### config.mk
export PLATFORM = sky130hd
export DESIGN_NAME = instr_sequencer_flat
export DESIGN_NICKNAME = d
export VERILOG_FILES = /design/src/rtl/instr_sequencer_pkg.sv /design/src/rtl/instr_sequencer_if.sv /design/src/rtl/instr_sequencer_ctrl_decode.sv /design/src/rtl/instr_sequencer.sv /design/src/flat_wrapper.sv
export SDC_FILE = /design/constraint.sdc
export NUM_CORES = 1
export LEC_CHECK = 0
export BUFFER_PORTS_ARGS = -buffer_cell sky130_fd_sc_hd__buf_4
export CAP_MARGIN = 10
export CORE_MARGIN = 1
export CORE_UTILIZATION = 52
export DETAILED_ROUTE_END_ITERATION = 10
export GPL_ROUTABILITY_DRIVEN = 0
export PLACE_DENSITY = 0.78
export SLEW_MARGIN = 5
export SYNTH_ARGS = -nofsm -noshare
export SYNTH_HDL_FRONTEND = slang
export SYNTH_SLANG_ARGS = --single-unit
### constraint.sdc
create_clock -name clk -period 4.3 [get_ports clk]
set_clock_uncertainty 0.2 [all_clocks]
set_input_delay 0.215 -clock clk [delete_from_list [all_inputs] [get_ports clk]]
set_output_delay 0.215 -clock clk [all_outputs]
set_load 0.05 [all_outputs]
### src/rtl/instr_sequencer_pkg.sv
// Shared constants, state/instruction-kind encodings and the Moore output map
// for the Simple RISC Machine instruction sequencer.
package instr_sequencer_pkg;

  localparam int ST_W = 4;

  typedef enum logic [ST_W-1:0] {
    S_WAIT   = 4'd0,
    S_DECODE = 4'd1,
    S_WR_IMM = 4'd2,
    S_GET_A  = 4'd3,
    S_GET_B  = 4'd4,
    S_ALU    = 4'd5,
    S_WR_REG = 4'd6
  } state_t;

  // Latched in DECODE so the ALU state knows which variant it is running.
  typedef enum logic [1:0] {K_ALU, K_CMP, K_MOV} kind_t;

  localparam logic [2:0] OPC_MOV    = 3'b110;
  localparam logic [2:0] OPC_ALU    = 3'b101;
  localparam logic [1:0] OP_MOV_IMM = 2'b10;
  localparam logic [1:0] OP_MOV_REG = 2'b00;
  localparam logic [1:0] OP_ADD     = 2'b00;
  localparam logic [1:0] OP_CMP     = 2'b01;
  localparam logic [1:0] OP_AND     = 2'b10;
  localparam logic [1:0] OP_MVN     = 2'b11;

  localparam logic [2:0] NSEL_NONE = 3'b000;
  localparam logic [2:0] NSEL_RN   = 3'b100;
  localparam logic [2:0] NSEL_RD   = 3'b010;
  localparam logic [2:0] NSEL_RM   = 3'b001;
  localparam logic [1:0] VSEL_C    = 2'b00;
  localparam logic [1:0] VSEL_IMM  = 2'b10;

  typedef struct packed {
    logic       w;
    logic [2:0] nsel;
    logic [1:0] vsel;
    logic       write;
    logic       loada;
    logic       loadb;
    logic       loadc;
    logic       loads;
    logic       asel;
  } ctrl_out_t;

  function automatic ctrl_out_t state_outs(state_t st, kind_t k);
    ctrl_out_t o;
    o = '0;
    case (st)
      S_WAIT:   o.w = 1'b1;
      S_WR_IMM: begin o.nsel = NSEL_RN; o.vsel = VSEL_IMM; o.write = 1'b1; end
      S_GET_A:  begin o.nsel = NSEL_RN; o.loada = 1'b1; end
      S_GET_B:  begin o.nsel = NSEL_RM; o.loadb = 1'b1; end
      S_ALU: begin
        o.loads = (k == K_CMP);
        o.loadc = (k != K_CMP);
        o.asel  = (k == K_MOV);
      end
      S_WR_REG: begin o.nsel = NSEL_RD; o.vsel = VSEL_C; o.write = 1'b1; end
      default:  o = '0;
    endcase
    return o;
  endfunction

endpackage

### src/rtl/instr_sequencer_if.sv
// Sequencer bus: instruction-register inputs in, datapath control strobes out.
interface instr_sequencer_if #(parameter int VSEL_W = 2);
  logic              s;
  logic [2:0]        opcode;
  logic [1:0]        op;
  logic              w;
  logic [2:0]        nsel;
  logic [VSEL_W-1:0] vsel;
  logic              write;
  logic              loada;
  logic              loadb;
  logic              loadc;
  logic              loads;
  logic              asel;
  logic              bsel;
  logic              illegal;

  modport master (output s, opcode, op,
                  input  w, nsel, vsel, write, loada, loadb, loadc, loads, asel, bsel, illegal);
  modport slave  (input  s, opcode, op,
                  output w, nsel, vsel, write, loada, loadb, loadc, loads, asel, bsel, illegal);
endinterface

### src/rtl/instr_sequencer_ctrl_decode.sv
// Combinational map from {opcode,op} to the state following DECODE,
// the instruction kind used by ALU, and the unsupported-pair flag.
module ctrl_decode
  import instr_sequencer_pkg::*;
(
  input  logic [2:0] opcode,
  input  logic [1:0] op,
  output state_t     next,
  output kind_t      kind,
  output logic       illegal
);
  always_comb begin
    next    = S_WAIT;
    kind    = K_ALU;
    illegal = 1'b0;
    case ({opcode, op})
      {OPC_MOV, OP_MOV_IMM}: next = S_WR_IMM;
      {OPC_MOV, OP_MOV_REG}: begin next = S_GET_B; kind = K_MOV; end
      {OPC_ALU, OP_MVN}:     next = S_GET_B;
      {OPC_ALU, OP_ADD},
      {OPC_ALU, OP_AND}:     next = S_GET_A;
      {OPC_ALU, OP_CMP}:     begin next = S_GET_A; kind = K_CMP; end
      default:               illegal = 1'b1;
    endcase
  end
endmodule

### src/rtl/instr_sequencer.sv
// Moore controller: steps the datapath through one instruction per start
// request; outputs are registered from the next state.
module instr_sequencer
  import instr_sequencer_pkg::*;
#(
  parameter int STATE_W = 4,
  parameter int VSEL_W  = 2
) (
  input  logic               clk,
  input  logic               reset,
  instr_sequencer_if.slave   bus
);
  if (STATE_W != ST_W) begin : g_bad_state_w
    $error("instr_sequencer: STATE_W must match the package state encoding");
  end

  state_t    state, nxt, dec_next;
  kind_t     kind, kind_nxt, dec_kind;
  logic      dec_illegal;
  ctrl_out_t outs;

  ctrl_decode u_decode (
    .opcode  (bus.opcode),
    .op      (bus.op),
    .next    (dec_next),
    .kind    (dec_kind),
    .illegal (dec_illegal)
  );

  always_comb begin
    nxt      = S_WAIT;
    kind_nxt = (state == S_DECODE) ? dec_kind : kind;
    case (state)
      S_WAIT:   nxt = bus.s ? S_DECODE : S_WAIT;
      S_DECODE: nxt = dec_next;
      S_GET_A:  nxt = S_GET_B;
      S_GET_B:  nxt = S_ALU;
      S_ALU:    nxt = (kind == K_CMP) ? S_WAIT : S_WR_REG;
      default:  nxt = S_WAIT;
    endcase
  end

  always_ff @(posedge clk) begin
    if (reset) begin
      state <= S_WAIT;
      kind  <= K_ALU;
      outs  <= state_outs(S_WAIT, K_ALU);
    end else begin
      state <= nxt;
      kind  <= kind_nxt;
      outs  <= state_outs(nxt, kind_nxt);
    end
  end

  // An instruction abandoned by reset must not commit a register or flag write.
  assign bus.w       = outs.w;
  assign bus.nsel    = outs.nsel;
  assign bus.vsel    = VSEL_W'(outs.vsel);
  assign bus.write   = outs.write & ~reset;
  assign bus.loads   = outs.loads & ~reset;
  assign bus.loada   = outs.loada;
  assign bus.loadb   = outs.loadb;
  assign bus.loadc   = outs.loadc;
  assign bus.asel    = outs.asel;
  assign bus.bsel    = 1'b0;
  assign bus.illegal = (state == S_DECODE) & dec_illegal;

endmodule
### src/flat_wrapper.sv
// flat-port wrapper written by rule: the top's interface ports become plain ports
module instr_sequencer_flat import instr_sequencer_pkg::*;
#(
  parameter int STATE_W = 4,
  parameter int VSEL_W  = 2
)
  (clk, reset, bus_s, bus_opcode, bus_op, bus_w, bus_nsel, bus_vsel, bus_write, bus_loada, bus_loadb, bus_loadc, bus_loads, bus_asel, bus_bsel, bus_illegal);
  instr_sequencer_if #(.VSEL_W(VSEL_W)) bus_i ();
  input  logic clk;
  input  logic reset;
  input wire logic [$bits(bus_i.s)-1:0] bus_s;
  input wire logic [$bits(bus_i.opcode)-1:0] bus_opcode;
  input wire logic [$bits(bus_i.op)-1:0] bus_op;
  output wire logic [$bits(bus_i.w)-1:0] bus_w;
  output wire logic [$bits(bus_i.nsel)-1:0] bus_nsel;
  output wire logic [$bits(bus_i.vsel)-1:0] bus_vsel;
  output wire logic [$bits(bus_i.write)-1:0] bus_write;
  output wire logic [$bits(bus_i.loada)-1:0] bus_loada;
  output wire logic [$bits(bus_i.loadb)-1:0] bus_loadb;
  output wire logic [$bits(bus_i.loadc)-1:0] bus_loadc;
  output wire logic [$bits(bus_i.loads)-1:0] bus_loads;
  output wire logic [$bits(bus_i.asel)-1:0] bus_asel;
  output wire logic [$bits(bus_i.bsel)-1:0] bus_bsel;
  output wire logic [$bits(bus_i.illegal)-1:0] bus_illegal;
  assign bus_i.s = bus_s;
  assign bus_i.opcode = bus_opcode;
  assign bus_i.op = bus_op;
  assign bus_w = bus_i.w;
  assign bus_nsel = bus_i.nsel;
  assign bus_vsel = bus_i.vsel;
  assign bus_write = bus_i.write;
  assign bus_loada = bus_i.loada;
  assign bus_loadb = bus_i.loadb;
  assign bus_loadc = bus_i.loadc;
  assign bus_loads = bus_i.loads;
  assign bus_asel = bus_i.asel;
  assign bus_bsel = bus_i.bsel;
  assign bus_illegal = bus_i.illegal;
  instr_sequencer #(.STATE_W(STATE_W), .VSEL_W(VSEL_W)) u_core (.clk(clk), .reset(reset), .bus(bus_i));
endmodule
# Word level (Yosys, flattened, before mapping)
# Index checks and enable logic that the tools add are counted.
# totals
reg_bits,18
input_bits,8
output_inout_bits,14
wordCells,54
# classes
n_eq_ne,19
muxes,12
n_bitwise,5
n_reduce_logical,7
# op_table
cell,n
$eq 5x5->1 const B,6
$eq 4x3->1 const B,5
$pmux 4 s5,1
$pmux 3 s3,2
$eq 4x2->1 const B,3
$logic_not 4->1,2
$pmux 3 s2,1
$reduce_or 2->1,3
$reduce_or 6->1,1
$mux 1,5
$eq 2x1->1 const B,2
$eq 4x1->1 const B,1
$pmux 2 s2,1
$and 1x1->1,3
$mux 3,1
$reduce_or 3->1,1
$eq 2x2->1 const B,1
$mux 2,1
$ne 2x1->1 const B,1
$not 1->1,2

# Logic depth before layout (Yosys ltp)
# depth
ltp_word,7
ltp_mapped,6
mapped_depth_nobuf,4

# Cells and area by module
# A second synthesis with hierarchy kept.
# hier_totals
cells_unflattened,93
area_unflattened_um2,850.8
# by_module_without_submodules
mod,instances,cells_per_inst,area_per_inst_um2,seq_area_each_um2
instr_sequencer,1,78,740.7,320.3
ctrl_decode,1,15,110.1,0.0

# Worst setup path after synthesis
# Ideal clock, no wire load.
# synth_timing
kind,flip-flop to output port
from,reg u_core.state[0]
to,out bus_illegal
t_arrival_ns,1.576
required_time_ns,3.885
slack_ns,2.309
path_stages_with_launch,4
path_buffers,1
path_cell_list,dfxtp_1 > buf_6 > or3b_4 > a21oi_1
# synth_via
elab_chain_len,2
# synth_lines
element,line_no,text
start: declaration,instr_sequencer.sv:17,"state_t state, nxt, dec_next;"
start signal: assignment,instr_sequencer.sv:49,state <= nxt;
$eq 4x1->1,instr_sequencer.sv:66,assign bus.illegal = (state == S_DECODE) & dec_illegal;
$and 1x1->1,instr_sequencer.sv:66,
end: declaration,flat_wrapper.sv:24,output wire logic [$bits(bus_i.illegal)-1:0] bus_illegal;
# No other way between the ends.

# Worst setup path in the final report
# Ends and elaborated chain as after synthesis.

==> results_dict.tcl <==
set metrics [dict create \
    yosys.area.top_type_share_pct 42.24 \
    cp.arrival_ns 1.55 \
    finalCritPeriodShare_pct 45.64 \
    root_buffer "clkbuf_4" \
    fin_area_um2 905.9 \
    area_growth_syn_to_layout_pct 19.47 \
    vias_per_cell 5.393 \
    rsz0062_at_grt "false" \
    drtIter0Drc 11 \
    die_w_um 40.19 \
    rrSetupSlack_ns 2.37 \
    rows 13 \
    synth_top_area_cell "dfxtp_1" \
    numCtsBuffers 3 \
    final_cell_mix "buf_4 (19), dfxtp_1 (16), nor2_1 (6)" \
    insertion_delay_ns 0.29 \
    grt_pass1_vias 485 \
    antenna_found_initial 0 \
    io_pins 22 \
    die_y_um 40.19 \
    finalNonFillerCells 112 \
    hpwl_mm 1.070 \
    layout-drive-gt1-share_pct 32.99 \
    htreeDepth 1 \
    grt_use_total_pct 20.92 \
    cts_tree "done" \
    wire_per_inst_um 12.61 \
    num_antenna_cells 0 \
    synth_area_per_cell_um2 9.478 \
    grt_max_degree 11 \
    drt-pass1-iter-count 4 \
    clk_transition_reported_paths_ns 0.10 \
    clock-sinks 16 \
    die_area_um2 1615 \
    drc_errors 0 \
    layout_commonest_cell "buf_4" \
    tns_ns 0 \
    leakagePower_uw 0.0004163 \
    nets 106 \
    synth.area.top_cells "dfxtp_1 (42%), buf_4 (6.9%), nor3_1 (3.3%), nor2_1 (3.0%), nor2b_1 (2.5%)" \
    cts_max_path_buffers 2 \
    drv_cap 0 \
    cts-resized-gates 0 \
    synthesis.area_um2 758.2 \
    synth_warnings 0 \
    drt_wl_total_mm 1.412 \
    power-per-cell-area_nw_per_um2 330.7 \
    grt.overflow.total 0 \
    min_path_type "in -> reg" \
    max_freq_mhz 509.5 \
    endpoint_kind "output pin" \
    tightestPinTransition_ns 0.7132 \
    drtAntennaViolNets 0 \
    peakVddDrop_mv 0.2270 \
    core_um2 1334 \
    postSynthCellCount 80 \
    critPathKind "reg -> out" \
    drv_slew 0 \
    setup_violations 0 \
    placed_cell_area_um2 859.6 \
    fin_crit_ns 1.963 \
    initial_core_util_pct 56.85 \
    required_ns 3.88 \
    start_kind "flop" \
    dp.cells 107 \
    portBuffers 19 \
    max_slew_margin_pct 52.16 \
    grt_pass1_wl_mm 2.145 \
    synth-seq-cells 16 \
    ys_seq_area_share_pct 42.24 \
    finalHoldViolCount 0 \
    postCtsSetupBuffers 0 \
    status "finished clean" \
    path_max_fanout 10 \
    ys_types 35 \
    num_vias 604 \
]
what timing repair did:
action	in CTS	in global routing
hold buffers	1	0
endpoints found under the hold margin	3	0
setup endpoints to repair	0	0
power breakdown:
part / switching, uW / internal, uW
sequential: 3.36 / 151
clock: 46.5 / 51.6
combinational: 29.4 / 17.4
total: 79.3 / 220
registers in the layout (all words and copies together), names as in the netlist:
name,flops
u_core.bus.vsel,1
u_core.state,3
u_core.kind,2
u_core.outs,2
u_core.bus.w,1
u_core.bus.loadc,1
u_core.bus.nsel,3
u_core.bus.loadb,1
u_core.bus.asel,1
u_core.bus.loada,1
worst max-delay path, stage by stage (launching register included):
cell	delay, ns
dfxtp_1	0.49
or3b_4	0.44
a21oi_1	0.12
buf_4	0.21
kinds of logic after synthesis:
kind of cell / after synthesis / synth area share, %
simple gates: 39 / 35.97
flops: 16 / 42.24
buf+inv: 12 / 10.40
other cells: 1 / 0.4946
compound gates: 12 / 10.89
path summary, 6_finish.rpt:
path	depth (start not counted)	start	endpoint
worst max-delay path	3	u_core.state[0]$_SDFF_PP0_	bus_illegal
worst min-delay path	4	bus_op[1]	u_core.kind[1]$_SDFF_PP0_
worst max register to register	4	u_core.state[0]$_SDFF_PP0_	u_core.bus.asel$_SDFF_PP0_
worst min register to register	2	u_core.kind[1]$_SDFF_PP0_	u_core.kind[1]$_SDFF_PP0_
through the flow:
| stage | setup WS, ns | hold slack [ns] | util [%] | power, uW |
|---|---|---|---|---|
| floorplan | 2.309 | 0.08154 | - | 192.5 |
| global placement | 2.396 | 0.2509 | 64.45 | 203.1 |
| detailed placement | 2.321 | 0.2554 | 64.45 | 203.9 |
| CTS | 2.343 | 0.1324 | 67.92 | 302.3 |
| global route | 2.269 | 0.1462 | 67.92 | 310.1 |
| finish | 2.337 | 0.1395 | 67.92 | 299.5 |
synthesized netlist by cell type:
cell,n
nand2_1,4
a211oi_1,2
or3b_2,1
and4_1,2
a21oi_2,1
and3b_2,1
nor4_2,1
nand2b_1,2
o21ai_1,1
or2_0,1
or3b_1,1
buf_4,7
and4bb_2,1
and4b_2,1
nor4b_2,1
nand4b_1,2
conb_1,1
nor3b_1,2
nor2_1,6
nor2b_1,3
o211a_1,1
o21ai_0,2
inv_1,4
or3b_4,1
and2b_1,1
or4b_1,1
o22ai_1,1
buf_6,1
nor3_1,5
dfxtp_1,16
o31ai_1,1
or2_1,1
and3b_1,1
a211o_2,1
a21oi_1,2
final cells by class:
class                           count  area (um^2)
Fill cell                         126        427.9
Multi-Input combinational cell     53        362.8
Sequential cell                    16        320.3
Timing Repair Buffer               20        152.6
Clock buffer                        4        36.28
Tap cell                           15        18.77
Inverter                            4        15.01
metal layers:
metal	global-route usage (%)	share of wire [%]	up-vias
met4	5.833	0	0
met2	33.87	49	17
met1	25.94	45	278
met5	0	0	-
li1	-	-	309
met3	7.778	5.9	0
Note: power is estimated with default switching activity, not from simulation.
